File: config.mk
export PLATFORM = sky130hd
export DESIGN_NAME = alu_operand_stage_flat
export DESIGN_NICKNAME = d
export VERILOG_FILES = /design/src/rtl/alu_pkg.sv /design/src/rtl/alu_operand_stage_if.sv /design/src/rtl/alu_regfile.sv /design/src/rtl/alu_operand_stage.sv /design/src/flat_wrapper.sv
export SDC_FILE = /design/constraint.sdc
export NUM_CORES = 1
export LEC_CHECK = 0
export ABC_CLOCK_PERIOD_IN_PS = 1900
export CAP_MARGIN = 20
export CORE_MARGIN = 5
export CORE_UTILIZATION = 45
export CTS_BUF_LIST = sky130_fd_sc_hd__clkbuf_2
export CTS_CLUSTER_DIAMETER = 200
export DETAILED_ROUTE_END_ITERATION = 6
export PLACE_DENSITY = 0.7
export SLEW_MARGIN = 0
export SYNTH_ARGS = -nofsm -noshare
export SYNTH_HDL_FRONTEND = slang
export SYNTH_SLANG_ARGS = --single-unit
File: constraint.sdc
create_clock -name clk -period 1.9 [get_ports clk]
set_input_delay 0.285 -clock clk [delete_from_list [all_inputs] [get_ports clk]]
set_output_delay 0.285 -clock clk [all_outputs]
set_load 0.02 [all_outputs]
File: src/rtl/alu_pkg.sv
// Shared ALU definitions: command encoding, operand-stage sizing, issue payload
// and command-class helpers used by the ALU, the decoder and the operand stage.
package alu_pkg;

  localparam int unsigned DW   = 8;
  localparam int unsigned NREG = 8;
  localparam int unsigned AW   = $clog2(NREG);
  localparam int unsigned CW   = 4;

  typedef enum logic [CW-1:0] {
    CMD_AND   = 4'd0,
    CMD_XOR   = 4'd1,
    CMD_OR    = 4'd2,
    CMD_LSL   = 4'd3,
    CMD_LSR   = 4'd4,
    CMD_ADD   = 4'd5,
    CMD_SUB   = 4'd6,
    CMD_PASSA = 4'd7
  } alu_cmd_e;

  // Contents of the issue register feeding the combinational ALU
  typedef struct packed {
    logic [CW-1:0] cmd;
    logic [AW-1:0] ra;
    logic [DW-1:0] a;
    logic [DW-1:0] b;
    logic          cin;
  } iss_t;

  // Commands 0-7 write their result back; 8-15 are undefined and write nothing
  function automatic logic cmd_writes(input logic [CW-1:0] cmd);
    return !cmd[CW-1];
  endfunction

  // Shifts and add/sub both consume and produce the carry flag
  function automatic logic cmd_uses_carry(input logic [CW-1:0] cmd);
    return (cmd >= CMD_LSL) && (cmd <= CMD_SUB);
  endfunction

endpackage

File: src/rtl/alu_operand_stage_if.sv
// Decoded-operation handshake plus the operand/result bus to the ALU.
// master = decoder and ALU side, slave = operand stage.
interface alu_operand_stage_if;
  import alu_pkg::*;

  logic          in_valid;
  logic          in_ready;
  logic [CW-1:0] in_cmd;
  logic [AW-1:0] in_ra;
  logic [AW-1:0] in_rb;
  logic          in_bsel;
  logic [DW-1:0] in_imm;
  logic          hold;

  logic [CW-1:0] alu_cmd;
  logic [DW-1:0] alu_inA;
  logic [DW-1:0] alu_inB;
  logic          alu_shiftcarry_in;
  logic [DW-1:0] alu_rslt;
  logic          alu_shiftcarry_out;

  modport master (
    output in_valid, in_cmd, in_ra, in_rb, in_bsel, in_imm, hold,
    output alu_rslt, alu_shiftcarry_out,
    input  in_ready, alu_cmd, alu_inA, alu_inB, alu_shiftcarry_in
  );

  modport slave (
    input  in_valid, in_cmd, in_ra, in_rb, in_bsel, in_imm, hold,
    input  alu_rslt, alu_shiftcarry_out,
    output in_ready, alu_cmd, alu_inA, alu_inB, alu_shiftcarry_in
  );

endinterface

File: src/rtl/alu_regfile.sv
// NREG x DW register file: two operand read ports, one debug read port,
// one synchronous write port, synchronous clear on reset.
module alu_regfile
  import alu_pkg::*;
(
  input  logic          clk,
  input  logic          reset,
  input  logic          we,
  input  logic [AW-1:0] waddr,
  input  logic [DW-1:0] wdata,
  input  logic [AW-1:0] ra_addr,
  output logic [DW-1:0] ra_data,
  input  logic [AW-1:0] rb_addr,
  output logic [DW-1:0] rb_data,
  input  logic [AW-1:0] dbg_addr,
  output logic [DW-1:0] dbg_data
);

  logic [DW-1:0] rf_q [NREG];
  logic [DW-1:0] rf_d [NREG];

  always_comb begin
    rf_d = rf_q;
    if (we) rf_d[waddr] = wdata;
  end

  always_ff @(posedge clk) begin
    if (reset) rf_q <= '{default: '0};
    else       rf_q <= rf_d;
  end

  // Reads see the pre-write value; no write-through
  assign ra_data  = rf_q[ra_addr];
  assign rb_data  = rf_q[rb_addr];
  assign dbg_data = rf_q[dbg_addr];

endmodule

File: src/rtl/alu_operand_stage.sv
// Operand fetch / writeback stage in front of the combinational ALU.
// ALU_OPSTAGE_BYPASS_EN: forward the in-flight result/carry instead of interlocking.
module alu_operand_stage
  import alu_pkg::*;
(
  input  logic          clk,
  input  logic          reset,
  alu_operand_stage_if.slave bus,
  output logic          wb_valid,
  output logic          carry_flag,
  input  logic [AW-1:0] dbg_addr,
  output logic [DW-1:0] dbg_data
);

  iss_t          iss_q, iss_d;
  logic          iss_valid_q, iss_valid_d;
  logic          carry_q, carry_d;
  logic          wb_valid_q, wb_valid_d;

  logic [DW-1:0] ra_data, rb_data;
  logic [DW-1:0] op_a, op_b;
  logic          op_cin;
  logic          pend_wr, pend_cy;
  logic          hit_a, hit_b;
`ifdef ALU_OPSTAGE_BYPASS_EN
`else
  logic          hit_c;
`endif
  logic          stall, in_ready_c, accept;

  alu_regfile u_rf (
    .clk      (clk),
    .reset    (reset),
    .we       (pend_wr),
    .waddr    (iss_q.ra),
    .wdata    (bus.alu_rslt),
    .ra_addr  (bus.in_ra),
    .ra_data  (ra_data),
    .rb_addr  (bus.in_rb),
    .rb_data  (rb_data),
    .dbg_addr (dbg_addr),
    .dbg_data (dbg_data)
  );

  // Hazard detection, operand selection and next-state for issue/carry
  always_comb begin
    iss_d       = iss_q;
    iss_valid_d = 1'b0;
    wb_valid_d  = 1'b0;
    carry_d     = carry_q;

    pend_wr = iss_valid_q && cmd_writes(iss_q.cmd);
    pend_cy = iss_valid_q && cmd_uses_carry(iss_q.cmd);
    hit_a   = pend_wr && (bus.in_ra == iss_q.ra);
    hit_b   = pend_wr && !bus.in_bsel && (bus.in_rb == iss_q.ra);

`ifdef ALU_OPSTAGE_BYPASS_EN
    stall  = 1'b0;
    op_a   = hit_a ? bus.alu_rslt : ra_data;
    op_b   = bus.in_bsel ? bus.in_imm : (hit_b ? bus.alu_rslt : rb_data);
    op_cin = pend_cy ? bus.alu_shiftcarry_out : carry_q;
`else
    // One-cycle interlock: the pending op drains, then the file/flag are current
    hit_c  = pend_cy && cmd_uses_carry(bus.in_cmd);
    stall  = hit_a || hit_b || hit_c;
    op_a   = ra_data;
    op_b   = bus.in_bsel ? bus.in_imm : rb_data;
    op_cin = carry_q;
`endif

    in_ready_c = !bus.hold && !stall;
    accept     = bus.in_valid && in_ready_c;

    if (accept) begin
      iss_d.cmd   = bus.in_cmd;
      iss_d.ra    = bus.in_ra;
      iss_d.a     = op_a;
      iss_d.b     = op_b;
      iss_d.cin   = op_cin;
      iss_valid_d = 1'b1;
      wb_valid_d  = cmd_writes(bus.in_cmd);
    end

    if (pend_cy) carry_d = bus.alu_shiftcarry_out;
  end

  always_ff @(posedge clk) begin
    if (reset) begin
      iss_q       <= '0;
      iss_valid_q <= 1'b0;
      carry_q     <= 1'b0;
      wb_valid_q  <= 1'b0;
    end else begin
      iss_q       <= iss_d;
      iss_valid_q <= iss_valid_d;
      carry_q     <= carry_d;
      wb_valid_q  <= wb_valid_d;
    end
  end

  assign bus.in_ready          = in_ready_c;
  assign bus.alu_cmd           = iss_q.cmd;
  assign bus.alu_inA           = iss_q.a;
  assign bus.alu_inB           = iss_q.b;
  assign bus.alu_shiftcarry_in = iss_q.cin;
  assign wb_valid              = wb_valid_q;
  assign carry_flag            = carry_q;

endmodule

File: src/flat_wrapper.sv
// flat-port wrapper written by rule: the top's interface ports become plain ports
module alu_operand_stage_flat import alu_pkg::*;
  (clk, reset, wb_valid, carry_flag, dbg_addr, dbg_data, bus_in_valid, bus_in_cmd, bus_in_ra, bus_in_rb, bus_in_bsel, bus_in_imm, bus_hold, bus_alu_rslt, bus_alu_shiftcarry_out, bus_in_ready, bus_alu_cmd, bus_alu_inA, bus_alu_inB, bus_alu_shiftcarry_in);
  alu_operand_stage_if bus_i ();
  input  logic clk;
  input  logic reset;
  output logic wb_valid;
  output logic carry_flag;
  input  logic [AW-1:0] dbg_addr;
  output logic [DW-1:0] dbg_data;
  input wire logic [$bits(bus_i.in_valid)-1:0] bus_in_valid;
  input wire logic [$bits(bus_i.in_cmd)-1:0] bus_in_cmd;
  input wire logic [$bits(bus_i.in_ra)-1:0] bus_in_ra;
  input wire logic [$bits(bus_i.in_rb)-1:0] bus_in_rb;
  input wire logic [$bits(bus_i.in_bsel)-1:0] bus_in_bsel;
  input wire logic [$bits(bus_i.in_imm)-1:0] bus_in_imm;
  input wire logic [$bits(bus_i.hold)-1:0] bus_hold;
  input wire logic [$bits(bus_i.alu_rslt)-1:0] bus_alu_rslt;
  input wire logic [$bits(bus_i.alu_shiftcarry_out)-1:0] bus_alu_shiftcarry_out;
  output wire logic [$bits(bus_i.in_ready)-1:0] bus_in_ready;
  output wire logic [$bits(bus_i.alu_cmd)-1:0] bus_alu_cmd;
  output wire logic [$bits(bus_i.alu_inA)-1:0] bus_alu_inA;
  output wire logic [$bits(bus_i.alu_inB)-1:0] bus_alu_inB;
  output wire logic [$bits(bus_i.alu_shiftcarry_in)-1:0] bus_alu_shiftcarry_in;
  assign bus_i.in_valid = bus_in_valid;
  assign bus_i.in_cmd = bus_in_cmd;
  assign bus_i.in_ra = bus_in_ra;
  assign bus_i.in_rb = bus_in_rb;
  assign bus_i.in_bsel = bus_in_bsel;
  assign bus_i.in_imm = bus_in_imm;
  assign bus_i.hold = bus_hold;
  assign bus_i.alu_rslt = bus_alu_rslt;
  assign bus_i.alu_shiftcarry_out = bus_alu_shiftcarry_out;
  assign bus_in_ready = bus_i.in_ready;
  assign bus_alu_cmd = bus_i.alu_cmd;
  assign bus_alu_inA = bus_i.alu_inA;
  assign bus_alu_inB = bus_i.alu_inB;
  assign bus_alu_shiftcarry_in = bus_i.alu_shiftcarry_in;
  alu_operand_stage u_core (.clk(clk), .reset(reset), .bus(bus_i), .wb_valid(wb_valid), .carry_flag(carry_flag), .dbg_addr(dbg_addr), .dbg_data(dbg_data));
endmodule
==> results of run 1 <==
-- report_power, final --
part | total [mW] | switching, mW | leakage [nW] | internal (mW)
clock network | 0.825 | 0.659 | 0.0590 | 0.166
registers | 1.98 | 0.0272 | 0.744 | 1.95
logic | 0.752 | 0.382 | 2.52 | 0.370
-- kinds of logic after synthesis --
logic type,after synthesis,synth area share
xor gates and xnor gates,7,0.0116
AOI/OAI and AO/OA,93,0.118
DFF,91,0.343
and+or+nand+nor,117,0.104
buffers and inverters,81,0.0870
muxes,137,0.336
-- sequential cells by signal (all words and copies together), names as in the netlist --
register and cells:
u_core.bus.alu_inB 8, u_core.bus.alu_cmd 4, u_core.wb_valid 1, u_core.u_rf.rf_q 64, u_core.bus.alu_inA 8, u_core.iss_valid_q 1
u_core.bus.alu_shiftcarry_in 1, u_core.iss_q 3, u_core.carry_flag 1
-- repair_timing --
action | 4_1_cts | 5_1_grt
setup endpoints to repair | 34 | 54
gates resized for setup | 86 | 51
buffers inserted | 5 | 10
pin swaps | 3 | 11
gates cloned | 1 | 1
-- path summary, 6_finish.rpt --
path	cells past startpoint	endpoint	slack, ns
setup / recovery	6	bus_in_ready	-0.38
hold / removal	2	u_core.carry_flag	0.13
setup reg to reg	10	u_core.bus.alu_inB[1]	-0.15
hold reg to reg	2	u_core.bus.alu_inB[2]	0.49
-- per-stage QoR --
step / cells / area (um^2)
3_5_place_dp: 787 / 6750
6_report: 819 / 7250
2_1_floorplan: 526 / 5310
5_1_grt: 819 / 7250
4_1_cts: 808 / 6960
3_3_place_gp: 787 / 6750
-- critical path, cell delays in order, from the launching register on --
cell	delay (ns)
dfxtp_4	0.42
buf_6	0.12
xor2_2	0.18
nor4_4	0.33
o21a_4	0.18
nor3_2	0.04
buf_4	0.15
-- cell type report --
class | instances | share of cell area
sequential | 91 | 0.255
timing repair buffer | 207 | 0.269
multi-input combinational | 354 | 0.436
inverter | 9 | 0.00466
clock buffer | 11 | 0.00759
tap | 143 | 0.0247
clock inverter | 4 | 0.00259
-- layout by cell type (no fill, tap or decap), types with 3 or more instances in the layout --
master,count
nand2b_1,9
buf_4,120
mux2_4,8
buf_12,11
buf_6,16
dfxtp_1,78
nor2_1,51
o21ai_0,17
o21ai_1,6
mux4_2,32
clkdlybuf4s50_1,31
clkbuf_2,11
clkinv_2,3
nand2_1,21
a22o_1,8
dlymetal6s2s_1,13
dfxtp_2,10
a211oi_2,8
a221oi_1,7
inv_1,9
xor2_2,5
a21oi_1,40
mux2i_1,97
dlygate4sd2_1,11
dfxtp_4,3
nand3_1,17
-- metal layers --
layer	GRT usage	vias to the layer above
met5	0	-
met4	0.0850	0
met3	0.0626	32
met2	0.355	210
met1	0.313	2345
li1	-	2170
==> out/qor_table.md, run 1 <==
| Group | Item | This run |
|:---|:---|:---|
| power | Total Power Consumption | 3.55 mW |
| floorplan | Die width | 119 um |
| route | Routed met2 length | 7980 um |
| cts | Sinks on Clock Net | 91 |
| outcome | Failing checks | negative setup slack |
| route | Drt first pass iters | 5 |
| placement | Number of I/O port buffers | 66 |
| logic synthesis | Gate count after technology mapping | 526 |
| finish | Final core occ | 0.632 |
| finish | Fraction of final layout cells with drive strength greater than 1 | 0.368 |
| route | Post-DR wirelength/cell | 20.7 um |
| sta | Final Cycle Share | 1.20 |
| logic synthesis | Most frequent cell after synthesis | mux2i_1 |
| logic synthesis | Number of distinct library cells after synthesis | 38 |
| setup path | Startpoint of the worst-slack reg-to-reg timing path | u_core.iss_q[19] |
| finish | Area of the multi-input gates | 0.00316 mm^2 |
| sta | Fin crit period | 2.28 ns |
| finish | Synthesis-to-layout area growth | 36.7% |
| floorplan | Placeable core region | 0.0115 mm^2 |
| logic synthesis | Synth Cell Area | 0.00531 mm^2 |
| logic synthesis | Post-synth top cells | mux2i_1 (97), dfxtp_1 (91), nor2_1 (52) |
| route | Routed met1 length | 7180 um |
| sta | Worst slew slack as a fraction of its limit | 0.616 |
| sta | Post-layout worst setup margin | -0.377 ns |
| global routing | Global router's overall resource usage | 0.231 |
| sta | Transition time of the tightest slew-check pin | 0.575 ns |
| logic synthesis | Count of state elements after synthesis | 91 |
| sta | Count of endpoints failing hold in the final timing report | 0 |
| sta | Hold_ws | 0.134 ns |
| logic synthesis | Sequential element share of the synthesized area | 0.343 |
| logic synthesis | Number of warnings printed during yosys synthesis | 0 |
| global routing | Antenna violations before repair | 0 |
| setup path | CP arrival | 1.99 ns |
| global routing | Wire length of the first global-routing pass | 26100 um |
| setup path | Critical path peak fanout | 3 |
| placement | Placed wire-length estimate | 11700 um |
| logic synthesis | Number of enable flip-flop cells after synthesis | 0 |
| placement | Worst setup slack after placement | -0.738 ns |
| logic synthesis | Synth Net Count | 561 |
| global routing | Vias in the first global route | 4797 |
| cts | CTS tree | done |
| route | Iteration-0 DRC Markers | 401 |
| route | Vias after detailed routing | 4757 |
| logic synthesis | Async SR Flop Fraction | 0 |
| power | Leakage Power | 3.32 nW |
| floorplan | Initial Utilization | 0.463 |
| setup path | Setup crit end kind | output pin |
| sta | Fmax | 439 MHz |
| cts | Buffer depth of the longest clock path | 2 |
| logic synthesis | Share of the synthesized area in the top cell type | 0.343 |
| outcome | Outcome | complete, but fails checks |
| hold path | Worst min path class | input pin to register |
| finish | Sequential cell area | 0.00185 mm^2 |
| floorplan | Die boundary height | 119 um |
| sta | Setup TNS | -3.67 ns |
| floorplan | Std cell rows | 39 |
| route | Post-detailed-routing wire length | 17000 um |
| route | Number of vias per cell | 5.81 |
| floorplan | DIE AREA | 0.0141 mm^2 |
| cts | Buffer cell driving the clock tree root | clkbuf_2 |
| sta | Worst Clk Skew | 0.0292 ns |
| global routing | Global-route congestion overflow total | 0 |
| floorplan | IO Pins | 67 |
| power | Maximum VDD drop | 0.372 mV |
| hold path | Min-delay src | reset |
| route | Remaining antenna violation count after routing | 0 |
| cts | H-tree level count | 3 |
| setup path | Critical Path Start Type | register |
| route | Wire length on met3 | 1450 um |
| cts | Clock slew at the register clock pins of the worst setup and hold paths | 0.24 ns |
| route | Drc violations | 0 |
| finish | Fin nets | 707 |
| route | Topmost layer with routed signal wires | met4 |
| setup path | Worst Setup Path Type | register to output pin |
| finish | Count of inserted antenna diode cells | 0 |
| logic synthesis | Syn avg cell area | 10.1 um^2 |
| cts | Hold bufs inserted after CTS | 0 |
| logic synthesis | Most common flop cell mapped by yosys | dfxtp_1 |
| setup path | Required time reported for the critical path endpoint | 1.62 ns |
| finish | Count of filler cells inserted in the layout | 919 |
| placement | Weighted congestion at the end of routability-driven global placement | 0.920 |
| logic synthesis | Top cell type by total area after synthesis | dfxtp_1 |
| sta | Final count of negative-setup-slack endpoints | 27 |
| global routing | Pin count of the biggest net entering global routing | 28 |
| cts | Source-to-sink clock delay at the later pin of the worst-skew pair | 0.57 ns |
| setup path | Start point of the critical path | u_core.iss_q[19] |
| cts | Number of buffers created by CTS | 9 |
| job | Number of max-cap violations | 0 |
| sta | RSZ-0062 raised after global routing | yes |
| power | Power Density | 490 mW/mm^2 |
| sta | Max-slew violation count | 0 |
| logic synthesis | Area contributors post-synth | dfxtp_1 (34%), mux2i_1 (18%), mux4_2 (14%) |
(Power assumes the default switching activity.)
==> run 2: changes to the inputs <==
--- a/config.mk
+++ b/config.mk
@@ -13,7 +13,7 @@
 export CTS_CLUSTER_DIAMETER = 200
 export DETAILED_ROUTE_END_ITERATION = 6
 export PLACE_DENSITY = 0.7
-export SLEW_MARGIN = 0
+export SLEW_MARGIN = 20
 export SYNTH_ARGS = -nofsm -noshare
 export SYNTH_HDL_FRONTEND = slang
 export SYNTH_SLANG_ARGS = --single-unit
==> results of run 2 <==
Same layout as run 1: the final DEF is identical, and so are final timing and power.
==> run 3: changes to the inputs <==
--- a/config.mk
+++ b/config.mk
@@ -13,7 +13,7 @@
 export CTS_CLUSTER_DIAMETER = 200
 export DETAILED_ROUTE_END_ITERATION = 6
 export PLACE_DENSITY = 0.7
-export SLEW_MARGIN = 20
+export REMOVE_ABC_BUFFERS = 1
 export SYNTH_ARGS = -nofsm -noshare
 export SYNTH_HDL_FRONTEND = slang
 export SYNTH_SLANG_ARGS = --single-unit
==> run 3 against run 2 <==
The run still ends with negative setup slack left. Register-to-register slack gained 0.22 ns. Maximum frequency grew 4.6%. Cell area shrank 2.6%. Hold slack gained 0.022 ns. Total power grew 7.0%. Critical endpoint unchanged.
==> out/qor_table.md, run 3 (synthesis results as in run 1) <==
| Group | Item | This run |
|:---|:---|:---|
| placement | Weighted congestion at the end of routability-driven global placement | 0.886 |
| job | Number of max-cap violations | 0 |
| cts | Source-to-sink clock delay at the later pin of the worst-skew pair | 0.59 ns |
| finish | Most common library cell in the layout ignoring fill and taps | buf_4 |
| finish | Synthesis-to-layout area growth | 33.1% |
| setup path | CP arrival | 1.89 ns |
| route | Drc violations | 0 |
| setup path | Setup crit end kind | output pin |
| setup path | Required time reported for the critical path endpoint | 1.62 ns |
| cts | Buffer cell driving the clock tree root | clkbuf_2 |
| placement | Number of I/O port buffers | 66 |
| power | Maximum VDD drop | 0.378 mV |
| sta | Post-layout worst setup margin | -0.277 ns |
| finish | Fraction of final layout cells with drive strength greater than 1 | 0.355 |
| cts | Sinks on Clock Net | 91 |
| global routing | Global router's overall resource usage | 0.224 |
| floorplan | Initial Utilization | 0.463 |
| finish | Final core occ | 0.616 |
| route | Vias after detailed routing | 4664 |
| setup path | Critical Path Start Type | register |
| floorplan | Die width | 119 um |
| sta | Count of endpoints failing hold in the final timing report | 0 |
| cts | CTS tree | done |
| setup path | Start point of the critical path | u_core.iss_q[19] |
| power | Total Power Consumption | 3.80 mW |
| cts | Hold bufs inserted after CTS | 0 |
| finish | Non-Filler Cell Area, Final | 0.00706 mm^2 |
| route | Post-DR wirelength/cell | 19.5 um |
| route | Routed met2 length | 7490 um |
| floorplan | DIE AREA | 0.0141 mm^2 |
| global routing | Global-route congestion overflow total | 0 |
| setup path | Startpoint of the worst-slack reg-to-reg timing path | u_core.iss_q[19] |
| sta | Worst Clk Skew | 0.0256 ns |
| finish | Fin nets | 697 |
| cts | Number of buffers created by CTS | 9 |
| outcome | Failing checks | negative setup slack |
| sta | Final Cycle Share | 1.15 |
| global routing | Vias in the first global route | 4856 |
| floorplan | Die boundary height | 119 um |
| sta | Hold_ws | 0.156 ns |
| hold path | Worst min path class | input pin to register |
| setup path | Critical path peak fanout | 4 |
| placement | Placed wire-length estimate | 11300 um |
| sta | Worst slew slack as a fraction of its limit | 0.414 |
| finish | Sequential cell area | 0.00185 mm^2 |
| floorplan | IO Pins | 67 |
| sta | RSZ-0062 raised after global routing | yes |
| floorplan | Placeable core region | 0.0115 mm^2 |
| sta | Transition time of the tightest slew-check pin | 0.878 ns |
| global routing | Antenna violations before repair | 1 |
| cts | Buffer depth of the longest clock path | 2 |
| cts | H-tree level count | 3 |
| sta | Final count of negative-setup-slack endpoints | 10 |
| cts | Clock slew at the register clock pins of the worst setup and hold paths | 0.26 ns |
| route | Post-detailed-routing wire length | 15800 um |
| placement | Worst setup slack after placement | -0.743 ns |
| power | Power Density | 538 mW/mm^2 |
| outcome | Outcome | complete, but fails checks |
| power | Leakage Power | 3.20 nW |
| finish | Area of the multi-input gates | 0.00307 mm^2 |
| floorplan | Std cell rows | 39 |
| finish | Most frequent cells in the layout | buf_4 (122), mux2i_1 (97), dfxtp_1 (72) |
| placement | Placement-stage cell area | 0.00673 mm^2 |
| setup path | Worst Setup Path Type | register to output pin |
| route | Remaining antenna violation count after routing | 0 |
| route | Number of vias per cell | 5.75 |
| route | Drt first pass iters | 5 |
| finish | Count of filler cells inserted in the layout | 906 |
| sta | Fin crit period | 2.18 ns |
| route | Iteration-0 DRC Markers | 388 |
| route | Wire length on met3 | 1210 um |
| sta | Max-slew violation count | 0 |
| route | Routed met1 length | 6480 um |
| hold path | Min-delay src | reset |
| global routing | Wire length of the first global-routing pass | 25200 um |
| global routing | Pin count of the biggest net entering global routing | 39 |
| route | Topmost layer with routed signal wires | met4 |
| finish | Register ranked first by flip-flop count | u_core.u_rf.rf_q |
| sta | Fmax | 459 MHz |
| finish | Largest register FFs | 64 |
-- run 3: cell type report --
class,instances,share of cell area
Antenna cell,1,0.000354
Sequential cell,91,0.262
Inverter,9,0.00478
Clock buffer,9,0.00638
Multi-Input combinational cell,354,0.435
Tap cell,143,0.0253
Timing Repair Buffer,197,0.253
Clock inverter,7,0.0129
-- run 3: path summary, 6_finish.rpt --
kind | endpoint | slack (ns) | cells after the start
max | bus_in_ready | -0.28 | 5
max reg2reg | u_core.bus.alu_inA[1] | 0.07 | 6
min reg2reg | u_core.bus.alu_inB[5] | 0.50 | 2
min | u_core.u_rf.rf_q[15] | 0.16 | 2
-- run 3: timing repair --
item | CTS | global route
resized for setup | 92 | 18
buffers inserted | 5 | 2
cloned | 1 | 0
endpoints found under the setup margin | 36 | 39
pin swaps | 2 | 2
-- run 3: through the flow --
stage	instances	setup TNS [ns]
CTS	808	-2.29
finish	811	-2.11
detailed placement	786	-15.98
global placement	786	-14.64
floorplan	454	-5.28
global route	811	-2.94
-- run 3: power by group --
part	leakage [nW]	switching [mW]	internal, mW
sequential	0.747	0.0238	1.95
combinational	2.37	0.356	0.341
clock	0.0821	0.697	0.432
total	3.20	1.08	2.72
-- run 3: worst max-delay path: stages (launching register included) --
cell     delay [ns]
dfxtp_4        0.43
xor2_1         0.16
nor4_2         0.31
o21a_2         0.20
nor3_2         0.05
buf_4          0.15
-- run 3: routing by layer --
metal / track usage / vias to the layer above
met4: 0.118 / 0
li1: - / 2152
met2: 0.358 / 202
met1: 0.282 / 2265
met5: 0 / -
met3: 0.0501 / 45
